### src/rtl/obi_mem_arbiter.sv
// obi_mem_arbiter: 2:1 OBI arbiter sharing one memory port between the
// instruction-fetch and data ports of a core. The selected requester is held
// until granted so the address phase stays stable. An in-order ID FIFO
// records which port issued each granted transaction, and each rvalid is
// steered back to that port.
// Build option: define OBI_MEM_ARBITER_RR_EN for round-robin arbitration on
// simultaneous requests. Without it, data has fixed priority over instr.
module obi_mem_arbiter #(
    parameter int MAX_OUTSTANDING = 2
) (
    input  logic        clk_i,
    input  logic        rst_i,
    // instruction fetch port
    input  logic        instr_req_i,
    input  logic [31:0] instr_addr_i,
    output logic        instr_gnt_o,
    output logic        instr_rvalid_o,
    output logic [31:0] instr_rdata_o,
    output logic [6:0]  instr_rdata_intg_o,
    output logic        instr_err_o,
    // data port
    input  logic        data_req_i,
    input  logic        data_we_i,
    input  logic [3:0]  data_be_i,
    input  logic [31:0] data_addr_i,
    input  logic [31:0] data_wdata_i,
    input  logic [6:0]  data_wdata_intg_i,
    output logic        data_gnt_o,
    output logic        data_rvalid_o,
    output logic [31:0] data_rdata_o,
    output logic [6:0]  data_rdata_intg_o,
    output logic        data_err_o,
    // shared memory port
    output logic        mem_req_o,
    input  logic        mem_gnt_i,
    input  logic        mem_rvalid_i,
    output logic        mem_we_o,
    output logic [3:0]  mem_be_o,
    output logic [31:0] mem_addr_o,
    output logic [31:0] mem_wdata_o,
    output logic [6:0]  mem_wdata_intg_o,
    input  logic [31:0] mem_rdata_i,
    input  logic [6:0]  mem_rdata_intg_i,
    input  logic        mem_err_i,
    // sticky protocol error flag
    output logic        err_unexp_rvalid_o
);

    localparam int CNT_W = $clog2(MAX_OUTSTANDING + 1);
    localparam int PTR_W = (MAX_OUTSTANDING > 1) ? $clog2(MAX_OUTSTANDING) : 1;
    localparam logic [CNT_W-1:0] CNT_MAX  = CNT_W'(MAX_OUTSTANDING);
    localparam logic [PTR_W-1:0] PTR_LAST = PTR_W'(MAX_OUTSTANDING - 1);

    localparam logic [0:0] IDLE   = 1'b0;
    localparam logic [0:0] LOCKED = 1'b1;

    // The port ID is 1 bit: 0 = instr, 1 = data.
    logic [0:0]       state_reg, state_next;
    logic             owner_reg, owner_next;
    logic [CNT_W-1:0] count_reg, count_next;
    logic [PTR_W-1:0] wr_ptr_reg, rd_ptr_reg;
    logic             id_mem [MAX_OUTSTANDING];

    logic             full;
    logic             empty;
    logic             winner;
    logic             sel;
    logic             req_sel;
    logic             push;
    logic             pop;
    logic             head_id;
    logic             err_unexp_reg;

`ifdef OBI_MEM_ARBITER_RR_EN
    // last_reg = 1 means data was granted last. It resets to 0 so that data
    // wins the first tie.
    logic last_reg;

    // Round-robin choice: on a tie, the port not granted last wins.
    always_comb begin
        if (instr_req_i && data_req_i) begin
            winner = ~last_reg;
        end else begin
            winner = data_req_i | ~instr_req_i;
        end
    end

    // Record the port of every pushed grant.
    always_ff @(posedge clk_i) begin
        if (rst_i) begin
            last_reg <= 1'b0;
        end else if (push) begin
            last_reg <= sel;
        end
    end
`else
    // Fixed priority: data beats instr. With no request, data is selected so
    // that the idle mem_* outputs carry the data port's values.
    always_comb begin
        winner = data_req_i | ~instr_req_i;
    end
`endif

    // Select the port. The owner is held while LOCKED. In IDLE, nothing is
    // requested when the ID FIFO is full.
    always_comb begin
        full    = (count_reg == CNT_MAX);
        empty   = (count_reg == '0);
        sel     = 1'b1;
        req_sel = 1'b0;
        if (state_reg == LOCKED) begin
            sel     = owner_reg;
            req_sel = owner_reg ? data_req_i : instr_req_i;
        end else if (!full) begin
            sel     = winner;
            req_sel = instr_req_i | data_req_i;
        end
    end

    assign mem_req_o = req_sel & ~rst_i;
    assign push      = mem_req_o & mem_gnt_i;
    assign pop       = mem_rvalid_i & ~empty & ~rst_i;
    assign head_id   = id_mem[rd_ptr_reg];

    // Grants pass straight through from the memory with no added latency.
    assign instr_gnt_o    = push & ~sel;
    assign data_gnt_o     = push & sel;
    assign instr_rvalid_o = pop & ~head_id;
    assign data_rvalid_o  = pop & head_id;

    // Address-phase mux. A fetch is always a full-word read.
    assign mem_we_o         = sel ? data_we_i         : 1'b0;
    assign mem_be_o         = sel ? data_be_i         : 4'hF;
    assign mem_addr_o       = sel ? data_addr_i       : instr_addr_i;
    assign mem_wdata_o      = sel ? data_wdata_i      : 32'h0;
    assign mem_wdata_intg_o = sel ? data_wdata_intg_i : 7'h0;

    // The response payload is broadcast to both ports. Only rvalid is steered.
    assign instr_rdata_o      = mem_rdata_i;
    assign instr_rdata_intg_o = mem_rdata_intg_i;
    assign instr_err_o        = mem_err_i;
    assign data_rdata_o       = mem_rdata_i;
    assign data_rdata_intg_o  = mem_rdata_intg_i;
    assign data_err_o         = mem_err_i;

    assign err_unexp_rvalid_o = err_unexp_reg;

    // Next-state logic for the lock FSM and the outstanding counter.
    always_comb begin
        state_next = state_reg;
        owner_next = owner_reg;
        unique case (state_reg)
            IDLE: begin
                if (req_sel && !mem_gnt_i) begin
                    state_next = LOCKED;
                    owner_next = sel;
                end
            end
            LOCKED: begin
                // Leave LOCKED on a grant, or if the owner drops its request.
                if (!req_sel || mem_gnt_i) begin
                    state_next = IDLE;
                end
            end
            default: state_next = IDLE;
        endcase

        unique case ({push, pop})
            2'b10:   count_next = count_reg + CNT_W'(1);
            2'b01:   count_next = count_reg - CNT_W'(1);
            default: count_next = count_reg;
        endcase
    end

    // State, counter, FIFO pointers and the sticky error flag.
    always_ff @(posedge clk_i) begin
        if (rst_i) begin
            state_reg     <= IDLE;
            owner_reg     <= 1'b0;
            count_reg     <= '0;
            wr_ptr_reg    <= '0;
            rd_ptr_reg    <= '0;
            err_unexp_reg <= 1'b0;
        end else begin
            state_reg <= state_next;
            owner_reg <= owner_next;
            count_reg <= count_next;
            if (push) begin
                wr_ptr_reg <= (wr_ptr_reg == PTR_LAST) ? '0 : wr_ptr_reg + PTR_W'(1);
            end
            if (pop) begin
                rd_ptr_reg <= (rd_ptr_reg == PTR_LAST) ? '0 : rd_ptr_reg + PTR_W'(1);
            end
            if (mem_rvalid_i && empty) begin
                err_unexp_reg <= 1'b1;
            end
        end
    end

    // ID FIFO storage. Stale entries are never read, so no reset is needed.
    always_ff @(posedge clk_i) begin
        if (push) begin
            id_mem[wr_ptr_reg] <= sel;
        end
    end

endmodule

### config.mk
export PLATFORM = sky130hd
export DESIGN_NAME = obi_mem_arbiter
export DESIGN_NICKNAME = d
export VERILOG_FILES = /design/src/rtl/obi_mem_arbiter.sv
export SDC_FILE = /design/constraint.sdc
export NUM_CORES = 1
export LEC_CHECK = 0
export CELL_PAD_IN_SITES_DETAIL_PLACEMENT = 0
export CELL_PAD_IN_SITES_GLOBAL_PLACEMENT = 1
export CORE_AREA = 2 2 124 126
export DETAILED_ROUTE_END_ITERATION = 7
export DIE_AREA = 0 0 126 128
export GPL_ROUTABILITY_DRIVEN = 0
export HOLD_SLACK_MARGIN = 0.02
export PLACE_DENSITY = 0.82
export SLEW_MARGIN = 20
export SYNTH_ARGS = -nofsm -noshare
export SYNTH_HDL_FRONTEND = slang
export SYNTH_SLANG_ARGS = --single-unit
### constraint.sdc
create_clock -name clk_i -period 5.5 [get_ports clk_i]
set_input_delay 1.1 -clock clk_i [delete_from_list [all_inputs] [get_ports clk_i]]
set_output_delay 1.1 -clock clk_i [all_outputs]
set_load 0.005 [all_outputs]
======== Word level (Yosys, flattened, before mapping) ========
Memory sizes are Yosys's and may differ from the RTL's. A register that Yosys moved wholly into a read port is not among the register bits.
Index checks and enable logic that the tools add are counted.
word-level totals
  flip-flop bits (word level) ............. 7
  memory bits (writable) .................. 2
  bits of input ports ..................... 154
  output and inout port bits .............. 162
  logic and storage cells ................. 58
  memories ................................ 1
memories
  name    depth  bits a word  rd ports  clocked after memory_dff  wr ports  line  RTL
  id_mem  2      1            1         1                         1         62    logic id_mem [MAX_OUTSTANDING];
operators by class
  add/sub/neg operators ................... 4
  equal/unequal tests ..................... 3
  muxes and demuxes ....................... 20
  bitwise logic cells ..................... 16
  reductions and logical operators ........ 8
operators by type and width
  operator                                                               number
  32-bit 2-to-1 mux                                                      2
  1-bit 2-to-1 mux                                                       14
  1-bit AND                                                              8
  7-bit 2-to-1 mux                                                       1
  1-bit NOT                                                              6
  2-bit equality test, second input constant                             2
  4-bit 2-to-1 mux                                                       1
  2-bit case mux with 2 select lines                                     1
  1-bit adder, second input constant                                     2
  2-bit by 1-bit adder with 2-bit output, second input constant          1
  2-bit by 1-bit equality test with 1-bit output, second input constant  1
  1-bit logical AND                                                      2
  1-bit zero test                                                        2
  2-bit zero test                                                        1
  1-bit OR                                                               2
  1-bit case mux with 2 select lines                                     1
  2-bit AND reduction                                                    1
  2-bit nonzero test                                                     1
  2-bit by 1-bit subtractor with 2-bit output, second input constant     1
  1-bit logical OR                                                       1

======== Logic depth before layout (Yosys ltp) ========
  depth after elaboration ................. 7
  gate-level depth with buffers ........... 6
  depth with buffers taken out ............ 6

======== Least setup slack after synthesis ========
Ideal clock, no wire load.
  kind .................................... input -> output
  from .................................... input port instr_req_i
  to ...................................... output port mem_addr_o[10]
  data arrival time ....................... 2247 ps
  data required time ...................... 4400 ps
  path slack .............................. 2153 ps
  stages .................................. 4
  buffers on the path ..................... 1
  cells stage by stage .................... inv_1 -> o41ai_4 -> buf_4 -> mux2_2
between the ends
  word-level cells in the longest chain between the ends .. 5
RTL lines
  element            line  RTL
  start, declared    14    input logic instr_req_i,
  1-bit NOT          100   winner = data_req_i | ~instr_req_i;
  1-bit OR           100
  1-bit 2-to-1 mux   114   end else if (!full) begin
  1-bit 2-to-1 mux   111   if (state_reg == LOCKED) begin
  32-bit 2-to-1 mux  134   assign mem_addr_o = sel ? data_addr_i : instr_addr_i;
  end, declared      39    output logic [31:0] mem_addr_o,
No other way between the ends.

======== Final worst setup path ========
  from .................................... input port instr_req_i
  to ...................................... output port mem_addr_o[31]
Same word-level chain as after synthesis.

==> impl_results.md <==
- Diodes inserted: 0
- Synth-to-layout area growth: 91.1%
- Critical path capture point type: output pin
- Placed inst area: between 3000 and 4000 um^2
- CTS tree: built
- Register area: 220 um^2
- Post-Syn Area per Cell: 8.21 um^2
- Syn. warnings: 0
- Max clock buf depth: 2
- Fin crit share: 83.5%
- Multi-input logic area: 912 um^2
- Register area share after synthesis: 12.3%
- Clock Latency Late Sink: between 0.2 and 0.25 ns
- Final HPWL DP: roughly 6400 um
- Relative slew margins: 59.1%
- DRC Markers: 0
- Vias in the first global route: 1998
- GRT overflow: 0
- Leak: 1.22 nW
- Seq cells post-synth: 10
- First-pass GRT wire length: 10800 um
- Async SR Flop Fraction: 0%
- Clock transition at path regs: 0.04 ns
- Setup_tns: 0 ns
- Commonest cells after routing, fill and taps aside: 195 x clkdlybuf4s50_1, 41 x and2_1, 33 x mux2_2, 12 x nor2_1, 8 x dfxtp_1
- Number of core rows: 45
- Most used cell, CP: clkdlybuf4s50_1
- Crit path to: mem_addr_o[31]
- CP Depth: 6
- # fillers: 1650
- Drt wl/cell: around 14 um
- H-tree levels: 1
- Crit Path Max Fanout: 33
- CTS Buf Count: 3
- Post-synth EDFFs: 2
- Root Buffer: clkbuf_16
- DR vias/cell: ~3.5
- Top Ports: between 300 and 400
- Most common flop cell mapped by yosys: dfxtp_1
- Worst path required time: 4.40 ns
- Initial antenna violation count: 0
- Mapped Area: roughly 1800 um^2
- TritonCTS Sinks: 10
- WP data arrival: 3.49 ns
- Pre-CTS WS: about 0.88 ns
- Port bufs: 195
- Resized cells post-CTS: 0
- Chip Height: roughly 130 um
- Buf+Inv Stages, Crit Path: 4
- Cell total after placement: just over 500
- Layout Cells excl Fill: 518
- Max-slew violations: 0
- Layout cells sized above 1: 12.7%
- Slew at the pin closest to its max-slew limit: 0.613 ns
- Outcome: complete, no violations
- Worst setup margin: ~0.91 ns
- 1st-pass router iterations: 4
- Cells after Synth: 218
- Crit path largest cell delay: 0.54 ns
- Hold Vio Cnt, Final: 0
- Total Nets Final: 486
- Synthesized net count: 373
- FF-to-FF path depth: 5
- Critical path class: input pin to output pin
- Max Clock Skew: 0.00112 ns
- # hold bufs at CTS: 0
- Critical Path Source Type: input pin
- Yosys cell types: 30
- Crit path launch: instr_req_i
- Core Util, Final: 23.0%
- FF-to-FF Start: owner_reg
- Most common cell after layout, fill and taps aside: clkdlybuf4s50_1
- Worst VDD drop: between 70 and 80 uV
- DR vias: 1830
- Flop-to-flop setup slack: 3.32 ns
- Post-route cell area: approximately 3400 um^2
- Crit-path cells: clkdlybuf4s50_1, inv_1, o41ai_4, buf_4, mux2_2, clkdlybuf4s50_1
- Core area: 14900 um^2
- Max-cap violations: 0
- Die W: 126 um
- Top Family by Delay on Critical Path: buffers and inverters
- Final min period: 4.59 ns
- Initial drt markers: 40
- Largest net degree at the start of global routing: 48
- GRT Total Usage: 8.40%
- DRT antenna net count: 0
- Setup Buffers After CTS: 0
- FF-to-FF End: count_reg[1]
- FMAX: 218 MHz
- Initial Util: 12.0%
- Die area: 16100 um^2
- Drt total wl: 7380 um
- Power Dens Cells: 151 nW/um^2
- RSZ-0062 raised after global routing: no
- Final setup fails: 0
- Slowest stage cell, crit path: clkdlybuf4s50_1
- Hold Path Class: flop to flop
-- worst min path at each step --
stage | depth (start not counted) | start | end
after CTS | 1 | wr_ptr_reg | wr_ptr_reg
final | 1 | wr_ptr_reg | wr_ptr_reg
after global placement | 1 | wr_ptr_reg | wr_ptr_reg
after global routing | 1 | wr_ptr_reg | wr_ptr_reg
after detailed placement | 1 | wr_ptr_reg | wr_ptr_reg
after floorplan | 1 | wr_ptr_reg | wr_ptr_reg
-- per-layer routing --
layer | up-vias | GRT usage, % | share of wire (%)
li1 | 853 | - | -
met1 | 798 | 9.46 | 38
met2 | 161 | 12.9 | 45
met3 | 18 | 5.13 | 15
met4 | 0 | 3.36 | 2.5
met5 | - | 0 | 0
-- cells in the mapped netlist (2+ instances only) --
library cell   n  share of area (%)
a21oi_1        3               0.84
and2_1        41                 14
buf_4         83                 35
clkbuf_1       4               0.84
dfxtp_1        8                8.9
edfxtp_1       2                3.4
inv_1          3               0.63
mux2_2        33                 21
nand2b_1       5                1.7
nor2_1        12                2.5
nor2b_1        2               0.70
o21a_1         2               0.84
o21ai_0        2               0.56
xor2_1         2               0.98
-- per-stage QoR --
stage / power, mW / hold slack [ns]
2_1_floorplan: 0.234 / 0.426
3_3_place_gp: 0.391 / 0.441
6_report: 0.517 / 0.454
3_5_place_dp: 0.394 / 0.455
5_1_grt: 0.552 / 0.474
4_1_cts: 0.528 / 0.460
-- logic make-up after synthesis --
logic type | after synthesis | synth area share (%)
compound gates | 14 | 6.71
xor+xnor | 3 | 1.47
fa+ha+maj | 1 | 0.699
buf+inv | 92 | 36.8
flops | 10 | 12.3
mux | 33 | 20.8
simple gates | 65 | 21.3
-- cell type report --
cell class / instances / share of cell area (%)
clock buffer: 3 / 2.19
multi-input combinational: 116 / 26.7
inverter: 4 / 0.439
sequential: 10 / 6.44
clock inverter: 1 / 0.110
tap: 188 / 6.88
timing repair buffer: 196 / 57.3
-- power by group --
part	internal, mW	switching, mW	total [mW]
Clock	0.0951	0.0321	0.127
Combinational	0.211	0.0905	0.302
Sequential	0.0821	0.00568	0.0878
Note: power is estimated with default switching activity, not from simulation.
